--- config.mk ---
export PLATFORM = sky130hd
export DESIGN_NAME = postp_sequencer
export DESIGN_NICKNAME = d
export VERILOG_FILES = /design/src/rtl/postp_seq_pkg.sv /design/src/rtl/postp_watchdog.sv /design/src/rtl/postp_sequencer.sv
export SDC_FILE = /design/constraint.sdc
export NUM_CORES = 1
export LEC_CHECK = 0
export CAP_MARGIN = 20
export CORE_MARGIN = 1
export CORE_UTILIZATION = 45
export CTS_CLUSTER_DIAMETER = 40
export DETAILED_ROUTE_END_ITERATION = 8
export PLACE_DENSITY_LB_ADDON = 0.1
export SLEW_MARGIN = 20
export SYNTH_ARGS = -nofsm -noshare
export SYNTH_HDL_FRONTEND = slang
export SYNTH_SLANG_ARGS = --single-unit
export TNS_END_PERCENT = 50
--- constraint.sdc ---
create_clock -name iClk -period 3.2 [get_ports iClk]
set_input_delay 0.32 -clock iClk [delete_from_list [all_inputs] [get_ports iClk]]
set_output_delay 0.32 -clock iClk [all_outputs]
set_load 0.01 [all_outputs]
--- src/rtl/postp_seq_pkg.sv ---
`default_nettype none
// ============================================================================
//  Module      : postp_seq_pkg
//  Description : Shared types, default widths and helper function for the
//                post-processing frame sequencer.
//  Revision    : 1.0 - initial release
// ============================================================================
package postp_seq_pkg;

    // Frame-level controller states
    typedef enum logic [2:0] {
        ST_IDLE  = 3'd0,
        ST_SETUP = 3'd1,
        ST_RUN   = 3'd2,
        ST_DRAIN = 3'd3,
        ST_DONE  = 3'd4,
        ST_ERR   = 3'd5
    } state_e;

    // Default counter widths used by the sequencer parameters
    localparam int DEFAULT_FACE_CNT_W  = 8;
    localparam int DEFAULT_FRAME_CNT_W = 16;

    // Watchdog timer width: ceil(log2(cycles)), never below one bit
    function automatic int timer_width(input int cycles);
        if (cycles <= 2) begin
            return 1;
        end
        return $clog2(cycles);
    endfunction

endpackage : postp_seq_pkg
`default_nettype wire

--- src/rtl/postp_watchdog.sv ---
`default_nettype none
// ============================================================================
//  Module      : postp_watchdog
//  Description : Run-phase watchdog. Counts enabled cycles from zero and
//                flags the cycle in which the count reaches TIMEOUT_CYCLES-1.
//  Revision    : 1.0 - initial release
// ============================================================================
module postp_watchdog
    import postp_seq_pkg::*;
#(
    parameter int TIMEOUT_CYCLES = 2000000
) (
    input  logic clk_i,
    input  logic rst_i,
    input  logic clear_i,
    input  logic enable_i,
    output logic expired_o
);

    localparam int            TW          = timer_width(TIMEOUT_CYCLES);
    localparam logic [TW-1:0] c_last_tick = TW'(TIMEOUT_CYCLES - 1);

    logic [TW-1:0] timer_q;
    logic [TW-1:0] timer_d;

    // Next timer value: clear wins, then count, holding at the terminal value
    always_comb begin
        timer_d = timer_q;
        if (clear_i) begin
            timer_d = '0;
        end else if (enable_i && (timer_q != c_last_tick)) begin
            timer_d = timer_q + TW'(1);
        end
    end

    // Timer register
    always_ff @(posedge clk_i or posedge rst_i) begin
        if (rst_i) begin
            timer_q <= '0;
        end else begin
            timer_q <= timer_d;
        end
    end

    assign expired_o = enable_i && !clear_i && (timer_q == c_last_tick);

endmodule : postp_watchdog
`default_nettype wire

--- src/rtl/postp_sequencer.sv ---
`default_nettype none
// ============================================================================
//  Module      : postp_sequencer
//  Description : Frame-level controller for the post-processing datapath.
//                Pulses set, holds run until finish, drains output writes,
//                counts faces/frames and guards RUN with a watchdog.
//  Options     : POSTP_SEQ_PENDING_EN - one-deep latch for frame requests
//                arriving while busy (default build: requests dropped).
//  Revision    : 1.0 - initial release
// ============================================================================
module postp_sequencer
    import postp_seq_pkg::*;
#(
    parameter int TIMEOUT_CYCLES = 2000000,
    parameter int SETUP_CYCLES   = 2,
    parameter int FACE_CNT_W     = DEFAULT_FACE_CNT_W,
    parameter int FRAME_CNT_W    = DEFAULT_FRAME_CNT_W
) (
    input  logic                   iClk,
    input  logic                   iReset,
    input  logic                   iFrame_ready,
    input  logic                   iPostP_Finish,
    input  logic                   iFace_valid,
    input  logic                   iWrite_wait_request,
    input  logic                   iAbort,
    input  logic                   iClear,
    output logic                   oSet,
    output logic                   oRun,
    output logic                   oBusy,
    output logic                   oFrame_done,
    output logic                   oTimeout,
    output logic [FACE_CNT_W-1:0]  oFace_count,
    output logic [FRAME_CNT_W-1:0] oFrame_count
);

    localparam logic [3:0] c_setup_last = 4'(SETUP_CYCLES - 1);

    state_e                 state_q, state_d;
    logic [3:0]             setup_cnt_q, setup_cnt_d;
    logic [FACE_CNT_W-1:0]  acc_q, acc_d;
    logic                   set_q, set_d;
    logic                   run_q, run_d;
    logic                   busy_q, busy_d;
    logic                   done_q, done_d;
    logic                   timeout_q, timeout_d;
    logic [FACE_CNT_W-1:0]  face_cnt_q, face_cnt_d;
    logic [FRAME_CNT_W-1:0] frame_cnt_q, frame_cnt_d;
    logic                   w_expired;
    logic                   w_start;

    // Entering SETUP from any other state starts a new frame
    assign w_start = (state_d == ST_SETUP) && (state_q != ST_SETUP);

`ifdef POSTP_SEQ_PENDING_EN
    logic pend_q, pend_d;

    // Pending request latch: capture while busy, cleared on start, abort, error
    always_comb begin
        pend_d = pend_q;
        if (iFrame_ready && busy_q) begin
            pend_d = 1'b1;
        end
        if (iAbort || w_start || (state_d == ST_ERR)) begin
            pend_d = 1'b0;
        end
    end

    // Pending latch register
    always_ff @(posedge iClk or posedge iReset) begin
        if (iReset) begin
            pend_q <= 1'b0;
        end else begin
            pend_q <= pend_d;
        end
    end
`else
    logic pend_q;
    assign pend_q = 1'b0;
`endif

    // Watchdog runs only in RUN and restarts from zero on every entry
    postp_watchdog #(
        .TIMEOUT_CYCLES (TIMEOUT_CYCLES)
    ) u_watchdog (
        .clk_i     (iClk),
        .rst_i     (iReset),
        .clear_i   (state_q != ST_RUN),
        .enable_i  (state_q == ST_RUN),
        .expired_o (w_expired)
    );

    // Next-state logic; abort overrides every other transition
    always_comb begin
        state_d = state_q;
        unique case (state_q)
            ST_IDLE:  if (iFrame_ready || pend_q)              state_d = ST_SETUP;
            ST_SETUP: if (setup_cnt_q == c_setup_last)         state_d = ST_RUN;
            ST_RUN: begin
                if (iPostP_Finish)                             state_d = ST_DRAIN;
                else if (w_expired)                            state_d = ST_ERR;
            end
            ST_DRAIN: if (!iWrite_wait_request)                state_d = ST_DONE;
            ST_DONE:  state_d = pend_q ? ST_SETUP : ST_IDLE;
            ST_ERR:   if (iClear)                              state_d = ST_IDLE;
            default:  state_d = ST_IDLE;
        endcase
        if (iAbort) begin
            state_d = ST_IDLE;
        end
    end

    // Counters and registered outputs derived from the next state
    always_comb begin
        setup_cnt_d = (state_q == ST_SETUP) ? setup_cnt_q + 4'd1 : 4'd0;

        acc_d = acc_q;
        if (w_start) begin
            acc_d = '0;
        end else if (((state_q == ST_RUN) || (state_q == ST_DRAIN)) &&
                     iFace_valid && (acc_q != {FACE_CNT_W{1'b1}})) begin
            acc_d = acc_q + FACE_CNT_W'(1);
        end

        set_d  = (state_d == ST_SETUP);
        run_d  = (state_d == ST_RUN);
        busy_d = (state_d != ST_IDLE);
        done_d = (state_d == ST_DONE);

        timeout_d = timeout_q;
        if (state_d == ST_ERR) begin
            timeout_d = 1'b1;
        end else if ((state_q == ST_ERR) && iClear && !iAbort) begin
            timeout_d = 1'b0;
        end

        face_cnt_d  = face_cnt_q;
        frame_cnt_d = frame_cnt_q;
        if (state_d == ST_DONE) begin
            face_cnt_d  = acc_d;
            frame_cnt_d = frame_cnt_q + FRAME_CNT_W'(1);
        end
    end

    // State, counter and output registers
    always_ff @(posedge iClk or posedge iReset) begin
        if (iReset) begin
            state_q     <= ST_IDLE;
            setup_cnt_q <= 4'd0;
            acc_q       <= '0;
            set_q       <= 1'b0;
            run_q       <= 1'b0;
            busy_q      <= 1'b0;
            done_q      <= 1'b0;
            timeout_q   <= 1'b0;
            face_cnt_q  <= '0;
            frame_cnt_q <= '0;
        end else begin
            state_q     <= state_d;
            setup_cnt_q <= setup_cnt_d;
            acc_q       <= acc_d;
            set_q       <= set_d;
            run_q       <= run_d;
            busy_q      <= busy_d;
            done_q      <= done_d;
            timeout_q   <= timeout_d;
            face_cnt_q  <= face_cnt_d;
            frame_cnt_q <= frame_cnt_d;
        end
    end

    assign oSet         = set_q;
    assign oRun         = run_q;
    assign oBusy        = busy_q;
    assign oFrame_done  = done_q;
    assign oTimeout     = timeout_q;
    assign oFace_count  = face_cnt_q;
    assign oFrame_count = frame_cnt_q;

endmodule : postp_sequencer
`default_nettype wire

### Word-level counts from Yosys, hierarchy flattened

Index checks and enable logic that the tools add are counted.
Widths: inputs -> output; s select.

* bits in latches: 0
* RAM bits: 0
* register bits: 65
* bits in read-only memories: 0
* output and inout bits: 29
* logic and storage cells: 59
* memories: 0

* reductions and logical operators: 15
* divide/modulo/power cells: 0
* mux-type cells: 15
* bitwise operators: 0
* magnitude comparators: 0
* $add $sub $neg: 4
* multipliers: 0
* shift-type cells: 0
* equality and inequality tests: 14

Operators by type and width (number)
* $mux 21: 2
* $add 21x1->21 const B: 1
* $eq 21x21->1 const B: 1
* $mux 3: 7
* $ne 21x21->1 const B: 1
* $add 16x1->16 const B: 1
* $mux 8: 2
* $pmux 3 s5: 1
* $eq 3x2->1 const B: 3
* $eq 3x3->1 const B: 3
* $add 8x1->8 const B: 1
* $logic_and 1x1->1: 8
* $ne 8x8->1 const B: 1
* $eq 3x1->1 const B: 2
* $add 4x1->4 const B: 1
* $eq 4x1->1 const B: 1
* $mux 4: 1
* $reduce_bool 2->1: 2
* $logic_not 3->1: 1
* $ne 3x1->1 const B: 1
* $ne 3x2->1 const B: 1
* $reduce_bool 3->1: 1
* $logic_not 1->1: 2
* $mux 1: 2
* $logic_or 1x1->1: 1

### Depth between registers and ports, before layout

* depth after elaboration: 11
* depth in mapped cells: 7
* depth with buffers taken out: 7

### Cells and area by module

A second synthesis with hierarchy kept.

* cells, all modules: 326
* area, all modules: 3285.7 um^2

By module, submodules not included
* postp_sequencer: cells an instance 191, area each 2029.4 um^2, seq. area each 1101.1 um^2, times used 1
* postp_watchdog: cells an instance 135, area each 1256.2 um^2, seq. area each 525.5 um^2, times used 1

### Least setup slack after synthesis

No wires, ideal clock.

* kind: reg-to-reg
* start: reg u_watchdog.timer_q[0]
* end: reg frame_cnt_q[13], in the netlist oFrame_count[13]
* setup time: 126 ps
* required time: 3074 ps
* cell stages (with the launch flop): 8
* path slack: 914 ps
* data arrival time: 2160 ps
* path through: dfrtp_1 > ha_1 > nand4_2 > or2_1 > o41a_1 > buf_6 > or4b_4 > xnor2_2

* cells in the longest elaborated chain, start to end: 7

Ends and longest elaborated chain
* from (decl): line postp_watchdog.sv:23 `logic [TW-1:0] timer_q;`
* from (signal assigned): line postp_watchdog.sv:41 `timer_q <= timer_d;`
* $eq 21x21->1: line postp_watchdog.sv:45 `assign expired_o = enable_i && !clear_i && (timer_q == c_last_tick);`
* $logic_and 1x1->1: line postp_watchdog.sv:45
* $mux 3: line postp_sequencer.sv:100 `else if (w_expired) state_d = ST_ERR;`
* $mux 3: line postp_sequencer.sv:99 `if (iPostP_Finish) state_d = ST_DRAIN;`
* $pmux 3 s5: line postp_sequencer.sv:95 `unique case (state_q)`
* $mux 3: line postp_sequencer.sv:107 `if (iAbort) begin`
* $eq 3x3->1: line postp_sequencer.sv:138 `if (state_d == ST_DONE) begin`
* to (signal assigned): line postp_sequencer.sv:167 `frame_cnt_q <= frame_cnt_d;`
* to (decl): line postp_sequencer.sv:47 `logic [FRAME_CNT_W-1:0] frame_cnt_q, frame_cnt_d;`

No other way between the ends.
A chain may end at the register's enable or synchronous reset.

### Final worst setup path

* start: reg state_q[1]
* end: reg frame_cnt_q[13], in the netlist oFrame_count[13]

* cells in the longest elaborated chain, start to end: 9
* elaborated cells on any way between the ends: 18

Ends and longest elaborated chain
* from (decl): line postp_sequencer.sv:38 `state_e state_q, state_d;`
* from (signal assigned): line postp_sequencer.sv:158 `state_q <= state_d;`
* $ne 3x2->1: line postp_sequencer.sv:87 `.clear_i (state_q != ST_RUN),`
* $logic_not 1->1: line postp_watchdog.sv:45
* $logic_and 1x1->1 (2 in series): line postp_watchdog.sv:45
* $mux 3: line postp_sequencer.sv:100
* $mux 3: line postp_sequencer.sv:99
* $pmux 3 s5 *: line postp_sequencer.sv:95
* $mux 3 *: line postp_sequencer.sv:107
* $eq 3x3->1 *: line postp_sequencer.sv:138

Mark *: on every way between the ends. The rest lies on a longest branch, timed or not.

==> flow_metrics.tcl <==
set metrics [dict create \
    drc 0 \
    powerDensity_nw_per_um2 524.1 \
    end_kind "flip-flop" \
    multi_input_area_um2 1554 \
    slew_viol_final 0 \
    finalPower_w 0.002091 \
    synth-seq-cells 65 \
    worstPathRequired_ns 3.43 \
    wire_per_inst_um 14.42 \
    cp-endpoint "oFrame_count[13]" \
    grt_first_pass_wirelength_um 11070 \
    antenna_found_initial 0 \
    worstSetupPathType "flip-flop to flip-flop" \
    finalInstanceArea_um2 3989 \
    clk_latency_ns 0.34 \
    regArea_um2 1627 \
    finalCritPeriodShare_pct 80.11 \
    n_antenna_cell 0 \
    hold_path_startpoint "oFrame_count[15]" \
    grt_pass1_vias 2323 \
    coreArea_um2 6907 \
    arrival_ns 2.80 \
    cts_resized 0 \
    die_w_um 87.12 \
    nFillCells 611 \
    dieArea_um2 7590 \
    drive_gt1_share_pct 9.214 \
    r2r-start "state_q[1]" \
    cts_tree "yes" \
    min_period_ns 2.564 \
    worst_pin_slew_ns 0.9154 \
    setup_viol 0 \
    io_pins 37 \
    avgViaCountPerCell 5.308 \
    htreeDepth 3 \
    finalHoldViolCount 0 \
    grt_setup_unrepaired "no" \
    yosys_warnings 0 \
    cts_setup_buffers 0 \
    crit_path_start_kind "flip-flop" \
    reg2reg_depth 5 \
    portBuffers 36 \
    fin_nets 377 \
    clkSinkCount 65 \
    ys_types 46 \
    gp_congestion 0.8398 \
    first_iter_violations 128 \
    synth_area_um2 3261 \
    setup_ws_ns 0.6364 \
    ctsHoldBuffers 0 \
    ir_drop_v 0.0003213 \
    dp.cells 449 \
    crit_fanout 21 \
    finalSetupTns_ns 0 \
    layout.cells.non_filler 465 \
    drv_cap 0 \
    vias 2468 \
    ys_seq_area_share_pct 49.88 \
    clockBufferDepth 2 \
    placedInstanceArea_um2 3736 \
    synth_nets 337 \
    clkTransAtPathRegs_ns 0.07 \
    die_h_um 87.12 \
    antenna_left 0 \
    hold_path.class "flip-flop to flip-flop" \
    syn_to_final_growth_pct 22.33 \
    cts-root-buf "clkbuf_8" \
    start_util_pct 47.21 \
    timing.reg2reg.setup_slack_ns 0.64 \
    overflow 0 \
    max_slew_margin_pct 38.88 \
    hpwl_um 4748 \
    status "complete, no violations" \
    worstSetupStartpoint "state_q[1]" \
    dr.pass1.iters 4 \
    p_leak_nw 1.685 \
    fmaxAchievable_ghz 0.3901 \
    globalRouteTotalUtil_pct 19.24 \
    fin_skew_ns 0.009173 \
    reg2reg_to "oFrame_count[13]" \
    rows 30 \
    dp_slack_ns 0.6497 \
    synthCells 324 \
    cts_buffers 9 \
    syn_avg_cell_area_um2 10.06 \
    grt_max_degree 46 \
    finalWirelength_um 6703 \
]
[layout by cell type (no fill, tap or decap), types with 5 or more instances in the layout]
cell type | netlist | routed
a21oi_1 | 14 | 14
a31oi_1 | 9 | 9
buf_4 | 0 | 6
clkbuf_8 | 0 | 10
clkdlybuf4s50_1 | 0 | 36
dfrtp_1 | 65 | 65
ha_1 | 5 | 5
inv_1 | 8 | 7
nand2_1 | 20 | 20
nand3_1 | 17 | 17
nand4_1 | 11 | 11
nor2_1 | 44 | 44
nor3_1 | 10 | 10
nor3b_1 | 5 | 5
o211ai_1 | 5 | 5
o21ai_0 | 9 | 9
xnor2_1 | 18 | 18
xor2_1 | 21 | 21
[cells in the mapped netlist (all sizes together)]
cell,instances,area [µm²]
nor4b,3,47.54
inv,8,30.03
o31ai,3,22.52
nor3,10,50.05
o41ai,1,16.27
a21oi,14,70.07
and2,3,18.77
o2111ai,2,17.52
nand3b,3,22.52
o21ai,9,45.04
nand2,20,75.07
mux2i,3,30.03
clkbuf,8,30.03
nor2b,3,18.77
o32ai,1,8.760
mux2,1,11.26
nor3b,5,37.54
ha,5,62.56
or3b,2,17.52
a31oi,9,56.30
a211oi,4,30.03
o211ai,5,37.54
nor4,4,25.02
buf,5,31.28
xnor2,19,173.9
dfrtp,65,1627
nand4,13,93.84
a211o,1,8.760
or3,1,11.26
o41a,1,11.26
nor2,44,165.2
or4b,1,13.76
or2,1,6.260
o21ba,1,10.01
xor2,21,183.9
and3b,2,17.52
and3,4,25.02
nand3,17,85.08
or4,1,7.510
and4,1,8.760
[flip-flops by register name, indices dropped and copies added, names as in the netlist]
name and count:
oRun 1, acc_q 8, oFrame_done 1, setup_cnt_q 4
state_q 3, u_watchdog.timer_q 21, oSet 1, oFace_count 8
oBusy 1, oFrame_count 16, oTimeout 1
[metrics by stage]
stage          util, %  hold WS, ns
2_1_floorplan        -       0.4572
3_3_place_gp     54.09       0.4568
3_5_place_dp     54.09       0.4598
4_1_cts          57.75       0.4701
5_1_grt          57.75       0.4935
6_report         57.75       0.4641
[power by group]
part / total (W) / internal [W] / switching, W
clock: 0.000868 / 0.000541 / 0.000327
sequential: 0.000924 / 0.000876 / 0.0000475
combinational: 0.000299 / 0.000143 / 0.000156
[worst max-delay path, stage by stage (launching register included)]
cell and delay (ns):
dfrtp_1 0.53, inv_1 0.13, or3_4 0.47, o41a_1 0.60, or4b_4 0.58, xnor2_2 0.14
[per-layer routing]
layer / track usage (%) / wire length, µm
met5: 0 / 0
met4: 9.091 / 110
met3: 3.507 / 282
met2: 28.78 / 2984
met1: 27.13 / 3326
[layout make-up]
type	instances	area share (%)
clock buffers	10	3.450
clock inverters	6	2.886
inverters	8	0.7528
multi-input cells	238	38.96
flip-flops and latches	65	40.78
well taps	96	3.011
repair buffers	42	10.16
[how the worst min path moves through the flow]
stage | to | slack [ns] | depth (start not counted)
floorplan | setup_cnt_q[0] | 0.46 | 1
detailed placement | oFrame_count[15] | 0.46 | 1
CTS | oFrame_count[15] | 0.47 | 1
global route | oFrame_count[15] | 0.49 | 1
global placement | oFrame_count[15] | 0.46 | 1
finish | oFrame_count[15] | 0.46 | 1
[logic make-up (layout without fill, tap and decap cells)]
logic type	after synthesis	after routing	synth area share (%)
compound gates	51	51	10.25
flops	65	65	49.88
fa+ha+maj	5	5	1.919
simple gates	138	138	22.91
mux	4	4	1.266
xor+xnor	40	40	10.97
buf+inv	21	66	2.801
No activity file was read; power rests on OpenSTA's default activity.
